==> src/rtl/hpi_pkg.sv <==
// Shared types and constants for the CY7C67200 host-port-interface access sequencer.
package hpi_pkg;

  localparam int unsigned ADDR_W = 2;
  localparam int unsigned DATA_W = 16;
  localparam int unsigned CNT_W  = 8;

  localparam logic [ADDR_W-1:0] HPI_DATA    = 2'd0;
  localparam logic [ADDR_W-1:0] HPI_MAILBOX = 2'd1;
  localparam logic [ADDR_W-1:0] HPI_ADDRESS = 2'd2;
  localparam logic [ADDR_W-1:0] HPI_STATUS  = 2'd3;

  localparam int unsigned DEF_SETUP_CYC    = 1;
  localparam int unsigned DEF_STROBE_CYC   = 4;
  localparam int unsigned DEF_HOLD_CYC     = 1;
  localparam int unsigned DEF_RECOVER_CYC  = 2;
  localparam int unsigned DEF_RST_CYC      = 16;
  localparam int unsigned DEF_RST_WAIT_CYC = 32;

  typedef enum logic [2:0] {
    IDLE, SETUP, STROBE, HOLD, RECOVER, RST_PULSE, RST_WAIT
  } state_t;

  typedef struct packed {
    logic              write;
    logic [ADDR_W-1:0] addr;
    logic [DATA_W-1:0] wdata;
  } hpi_req_t;

  // Phase counters count N-1 down to 0, so a phase of N cycles loads N-1.
  function automatic logic [CNT_W-1:0] cyc_load(input int unsigned n);
    return CNT_W'(n - 1);
  endfunction

endpackage

==> src/rtl/hpi_rr_arbiter.sv <==
// Two-way round-robin arbiter; a tie goes to the requester not granted last.
module hpi_rr_arbiter (
  input  logic       clk,
  input  logic       rst,
  input  logic [1:0] req,
  input  logic       advance,
  output logic [1:0] grant_c
);

  // Index of the last granted requester; resets to 1 so requester 0 wins the first tie.
  logic last;

  always_comb begin
    grant_c = 2'b00;
    if (req[0] && req[1]) grant_c = last ? 2'b01 : 2'b10;
    else if (req[0])      grant_c = 2'b01;
    else if (req[1])      grant_c = 2'b10;
  end

  always_ff @(posedge clk or posedge rst) begin
    if (rst) last <= 1'b1;
    else if (advance && (grant_c != 2'b00)) last <= grant_c[1];
  end

endmodule

==> src/rtl/hpi_access_sequencer.sv <==
// Timed HPI read/write/reset sequencer shared by two requesters.
module hpi_access_sequencer
  import hpi_pkg::*;
#(
  parameter int unsigned SETUP_CYC    = DEF_SETUP_CYC,
  parameter int unsigned STROBE_CYC   = DEF_STROBE_CYC,
  parameter int unsigned HOLD_CYC     = DEF_HOLD_CYC,
  parameter int unsigned RECOVER_CYC  = DEF_RECOVER_CYC,
  parameter int unsigned RST_CYC      = DEF_RST_CYC,
  parameter int unsigned RST_WAIT_CYC = DEF_RST_WAIT_CYC
) (
  input  logic              clk,
  input  logic              rst,
  input  logic              req0_valid,
  input  logic              req0_write,
  input  logic [ADDR_W-1:0] req0_addr,
  input  logic [DATA_W-1:0] req0_wdata,
  output logic              req0_ready,
  output logic              rsp0_valid,
  input  logic              req1_valid,
  input  logic              req1_write,
  input  logic [ADDR_W-1:0] req1_addr,
  input  logic [DATA_W-1:0] req1_wdata,
  output logic              req1_ready,
  output logic              rsp1_valid,
  output logic [DATA_W-1:0] rsp_rdata,
  input  logic              rst_req,
  output logic              busy,
  output logic [ADDR_W-1:0] otg_addr,
  output logic              otg_cs_n,
  output logic              otg_rd_n,
  output logic              otg_wr_n,
  output logic              otg_rst_n,
  output logic [DATA_W-1:0] otg_data_out,
  output logic              otg_data_oe,
  input  logic [DATA_W-1:0] otg_data_in
);

  state_t           state;
  logic [CNT_W-1:0] cnt;
  hpi_req_t         cur;
  logic             cur_port;
  logic             rst_pend;
  logic [1:0]       grant_c;
  logic             cnt_zero_c;
  logic             decide_c;
  logic             do_rst_c;
  logic             take_c;

  // Arbitration points: plain IDLE (not the accept cycle) and the last cycle of RECOVER/RST_WAIT.
  assign cnt_zero_c = (cnt == '0);
  assign decide_c   = ((state == IDLE) && !req0_ready && !req1_ready) ||
                      ((state == RECOVER) && cnt_zero_c) ||
                      ((state == RST_WAIT) && cnt_zero_c);
  assign do_rst_c   = rst_req || rst_pend;
  assign take_c     = decide_c && !do_rst_c && (grant_c != 2'b00);

  hpi_rr_arbiter u_arb (
    .clk     (clk),
    .rst     (rst),
    .req     ({req1_valid, req0_valid}),
    .advance (take_c),
    .grant_c (grant_c)
  );

  always_ff @(posedge clk or posedge rst) begin
    if (rst) begin
      state        <= IDLE;
      cnt          <= '0;
      cur          <= '0;
      cur_port     <= 1'b0;
      rst_pend     <= 1'b0;
      req0_ready   <= 1'b0;
      req1_ready   <= 1'b0;
      rsp0_valid   <= 1'b0;
      rsp1_valid   <= 1'b0;
      rsp_rdata    <= '0;
      busy         <= 1'b0;
      otg_addr     <= '0;
      otg_cs_n     <= 1'b1;
      otg_rd_n     <= 1'b1;
      otg_wr_n     <= 1'b1;
      otg_rst_n    <= 1'b1;
      otg_data_out <= '0;
      otg_data_oe  <= 1'b0;
    end else begin
      req0_ready <= 1'b0;
      req1_ready <= 1'b0;
      rsp0_valid <= 1'b0;
      rsp1_valid <= 1'b0;
      // A reset request seen during an access is remembered until the next arbitration point.
      if (rst_req && (state != RST_PULSE) && (state != RST_WAIT)) rst_pend <= 1'b1;

      case (state)
        IDLE: begin
          if (req0_ready || req1_ready) begin
            state       <= SETUP;
            busy        <= 1'b1;
            cnt         <= cyc_load(SETUP_CYC);
            otg_cs_n    <= 1'b0;
            otg_addr    <= cur.addr;
            otg_data_oe <= cur.write;
            if (cur.write) otg_data_out <= cur.wdata;
          end
        end
        SETUP: begin
          if (cnt_zero_c) begin
            state    <= STROBE;
            cnt      <= cyc_load(STROBE_CYC);
            otg_rd_n <= cur.write;
            otg_wr_n <= !cur.write;
          end else cnt <= cnt - 1'b1;
        end
        STROBE: begin
          if (cnt_zero_c) begin
            state    <= HOLD;
            cnt      <= cyc_load(HOLD_CYC);
            otg_rd_n <= 1'b1;
            otg_wr_n <= 1'b1;
            if (!cur.write) rsp_rdata <= otg_data_in;
          end else cnt <= cnt - 1'b1;
        end
        HOLD: begin
          if (cnt_zero_c) begin
            state       <= RECOVER;
            cnt         <= cyc_load(RECOVER_CYC);
            otg_cs_n    <= 1'b1;
            otg_data_oe <= 1'b0;
            rsp0_valid  <= !cur_port;
            rsp1_valid  <= cur_port;
          end else cnt <= cnt - 1'b1;
        end
        RECOVER, RST_WAIT: begin
          if (!cnt_zero_c) cnt <= cnt - 1'b1;
        end
        RST_PULSE: begin
          if (cnt_zero_c) begin
            state     <= RST_WAIT;
            cnt       <= cyc_load(RST_WAIT_CYC);
            otg_rst_n <= 1'b1;
          end else cnt <= cnt - 1'b1;
        end
        default: state <= IDLE;
      endcase

      if (decide_c) begin
        state <= IDLE;
        busy  <= 1'b0;
        if (do_rst_c) begin
          state     <= RST_PULSE;
          busy      <= 1'b1;
          cnt       <= cyc_load(RST_CYC);
          otg_rst_n <= 1'b0;
          rst_pend  <= 1'b0;
        end else if (grant_c[0]) begin
          req0_ready <= 1'b1;
          cur_port   <= 1'b0;
          cur        <= '{write: req0_write, addr: req0_addr, wdata: req0_wdata};
        end else if (grant_c[1]) begin
          req1_ready <= 1'b1;
          cur_port   <= 1'b1;
          cur        <= '{write: req1_write, addr: req1_addr, wdata: req1_wdata};
        end
      end
    end
  end

endmodule

==> config.mk <==
export PLATFORM = sky130hd
export DESIGN_NAME = hpi_access_sequencer
export DESIGN_NICKNAME = d
export VERILOG_FILES = /design/src/rtl/hpi_pkg.sv /design/src/rtl/hpi_rr_arbiter.sv /design/src/rtl/hpi_access_sequencer.sv
export SDC_FILE = /design/constraint.sdc
export NUM_CORES = 1
export LEC_CHECK = 0
export CORE_MARGIN = 5
export CORE_UTILIZATION = 45
export DETAILED_ROUTE_END_ITERATION = 10
export GPL_TIMING_DRIVEN = 0
export HOLD_SLACK_MARGIN = 0.03
export PLACE_DENSITY = 0.82
export SLEW_MARGIN = 20
export SYNTH_ARGS = -nofsm -noshare
export SYNTH_HDL_FRONTEND = slang
export SYNTH_SLANG_ARGS = --single-unit
==> constraint.sdc <==
create_clock -name clk -period 7.1 [get_ports clk]
set_clock_uncertainty 0.1 [all_clocks]
set_input_delay 1.42 -clock clk [delete_from_list [all_inputs] [get_ports clk]]
set_output_delay 1.42 -clock clk [all_outputs]
set_load 0.01 [all_outputs]
==> flow_summary.toml <==
[outcome]
outcome = "finished, final reports clean"

[sta]
rsz0062_at_grt = "false"
fmaxAchievable_mhz = 296
setup_viol = 0
setup_slack_ns = 3.73
fin_crit_sh = 0.475
setup_tns_ns = 0
maxSlewViolCount = 0
hold_viol = 0
tightestPinTransition_ns = 0.835
relSlewSlack = 0.441
post-route-min-period_ns = 3.37

[placed_design]
pre_cts_slack_ns = 3.37
io_buffers = 102
gp_congestion = 0.919
dp_hpwl_um = 6360

[synth]
synthDistinctLibCells = 54
yosysSeqAreaShare = 0.520
synth.top_cell.area_share = 0.485
synthFlopType = "dfrtp_1"
syn_inst = 293
synth_most_common_cell = "dfrtp_1"
yosysWarnings = 0
syn_nets = 356
async_flop_share = 1.00
avgSynthCellArea_um2 = 12.7
yosysTopAreaCell = "dfrtp_1"
synth-seq-cells = 77
yosys-top-cells-count = "72 x dfrtp_1, 58 x mux2_2, 12 x inv_1"
synth_top_cells_by_area = "dfrtp_1 48%, mux2_2 18%, mux2_4 4.0%"
netlist_area_um2 = 3720
synth_edf_count = 0

[min_path]
min_from = "otg_cs_n"
hold_depth = 2
hold_class = "reg -> reg"

[clock_network]
cts.sinks = 77
cts_tree = "done"
cts.repair.resized = 0
clock_path_buffers = 2
post_cts.repair.setup_buffers = 0
cts.reportedPaths.clkPinSlew_ns = 0.08
h-tree-depth = 3
cts_hold_buf = 0
clockRootBuffer = "clkbuf_8"
cts_made_buffers = 9
clkLatencyLatePin_ns = 0.34

[worst_setup_path]
critPathLaunchType = "input port"
worstPathMaxFanout = 10
slowest_delay_ns = 0.51
crit_chain = "clkdlybuf4s50_1 -> nor2_1 -> nand2_1 -> nor3_4 -> buf_6 -> mux2_2"
reg2reg_from = "cnt[0]"
crit_buf_inv = 2
required_ns = 7.23
reg2reg_depth = 10
worst_path_max_delay_cell = "nor3_4"
path_delay_family = "simple AND/OR/NAND/NOR gates"
cp.depth = 6
worstPathArrival_ns = 3.50
end_kind = "flop"
cp-startpoint = "rst_req"
path_class = "in -> reg"

[global_routing]
antenna_found_initial = 0
grt_pass1_wl_um = 14400
grt_start_max_net_pins = 58
grt_overflow = 0
grtUsageTotal = 0.179
grt_pass1_vias = 2969

[detailed_routing]
vias = 2825
viasPerCell = 5.46
wl_per_cell_um = 16.6
ant_nets = 0
drc = 0
drt_iter0_drc = 165
wl_um = 8580
drt-pass1-iter-count = 4

[power_and_ir_drop]
cellPowerDensity_nw_per_um2 = 345
total_power_w = 0.00177
vdd_drop_max_v = 0.000182
p_leak_nw = 2.24

[floorplanning]
dieArea_um2 = 10200
fp.coreArea_um2 = 8130
rows = 33
chipHeight_um = 101
dieWidth_um = 101
initial_core_util = 0.457
ios = 103

[final_layout]
drive_gt1_frac = 0.255
diodes = 0
syn2layout_area_growth_pct = 38.2
nets = 470

[job]
drv_cap = 0
[worst reg2reg max path, stage by stage, from the launching register on]
cell      delay, ns
dfrtp_1        0.44
inv_1          0.18
ha_1           0.20
or4b_1         0.46
buf_6          0.16
nor2_8         0.17
inv_1          0.15
ha_1           0.30
inv_1          0.04
a221oi_1       0.28
o221ai_1       0.16
[cell usage in the layout, fill, tap and decap left out, types with 2 or more instances in the layout]
| cell type | instances |
|---|---|
| a211oi_1 | 5 |
| a21oi_1 | 10 |
| a2bb2oi_1 | 2 |
| a311oi_1 | 4 |
| a31oi_1 | 2 |
| a41oi_1 | 2 |
| and2_1 | 3 |
| and3_1 | 2 |
| buf_1 | 3 |
| buf_2 | 3 |
| buf_6 | 3 |
| bufinv_16 | 3 |
| clkbuf_1 | 6 |
| clkbuf_8 | 9 |
| clkdlybuf4s50_1 | 102 |
| dfrtp_1 | 72 |
| dfstp_2 | 5 |
| ha_1 | 4 |
| inv_1 | 11 |
| mux2_1 | 4 |
| mux2_2 | 58 |
| mux2_4 | 10 |
| mux2i_1 | 2 |
| nand2_1 | 11 |
| nand2b_1 | 3 |
| nand3_1 | 3 |
| nor2_1 | 11 |
| nor3_1 | 8 |
| nor4_1 | 2 |
| o211ai_1 | 3 |
| o21a_1 | 2 |
| o21ai_0 | 11 |
| o31ai_1 | 2 |
| or2_2 | 2 |
| or4_1 | 2 |
[report_power, final]
group	leakage, nW	total, W	switching, W	internal (W)
clock network	0.117	0.000399	0.000165	0.000234
logic	1.16	0.000688	0.000331	0.000356
registers	0.963	0.000687	0.000103	0.000585
total	2.24	0.00177	0.000599	0.00118
[cell type report]
cell class              instances  area (um^2)
fillers                       598         3000
flip-flops and latches         77         1930
multi-input cells             190         1660
repair buffers                103         1050
well taps                     105          131
clock buffers                  10          128
clock inverters                 6          111
plain buffers                  14         78.8
inverters                      12         47.5
[through the flow]
stage                     cell area, um^2  hold slack (ns)   util  cells
after CTS                            5140            0.363  0.632    517
after global routing                 5140            0.399  0.632    517
final                                5140            0.359  0.632    517
after floorplan                      3720            0.332      -    293
after detailed placement             4900            0.351  0.602    501
after global placement               4870            0.354  0.599    500
[flip-flops by register name (all words and copies together) (netlist names), 2 cells and up]
register and flops:
cnt 8, cur 19, otg_addr 2, otg_data_out 16
rsp_rdata 16, state 3
[path summary, 6_finish.rpt]
check,to,slack [ns]
worst max-delay path,cur[5],3.73
worst min-delay path,otg_cs_n,0.36
worst max register to register,cnt[0],4.34
worst min register to register,otg_cs_n,0.36
max in group asynchronous,otg_cs_n,5.02
min in group asynchronous,rsp_rdata[8],1.28
[kinds of logic (layout without fill, tap and decap cells)]
group / after synthesis / after routing / share of synthesized area
AO/OA/AOI/OAI: 54 / 54 / 0.100
XOR/XNOR: 1 / 1 / 0.00236
adder cells (fa/ha/maj): 4 / 4 / 0.0135
buffers and inverters: 26 / 145 / 0.0333
flip-flops: 77 / 77 / 0.520
multiplexers: 74 / 74 / 0.234
AND/OR/NAND/NOR: 57 / 57 / 0.0969
[metal layers]
layer,share of wire,GRT usage
met2,0.47,0.284
met3,0.097,0.0657
met4,0.023,0.0736
met1,0.41,0.222
met5,0,0
(Power assumes the default switching activity.)
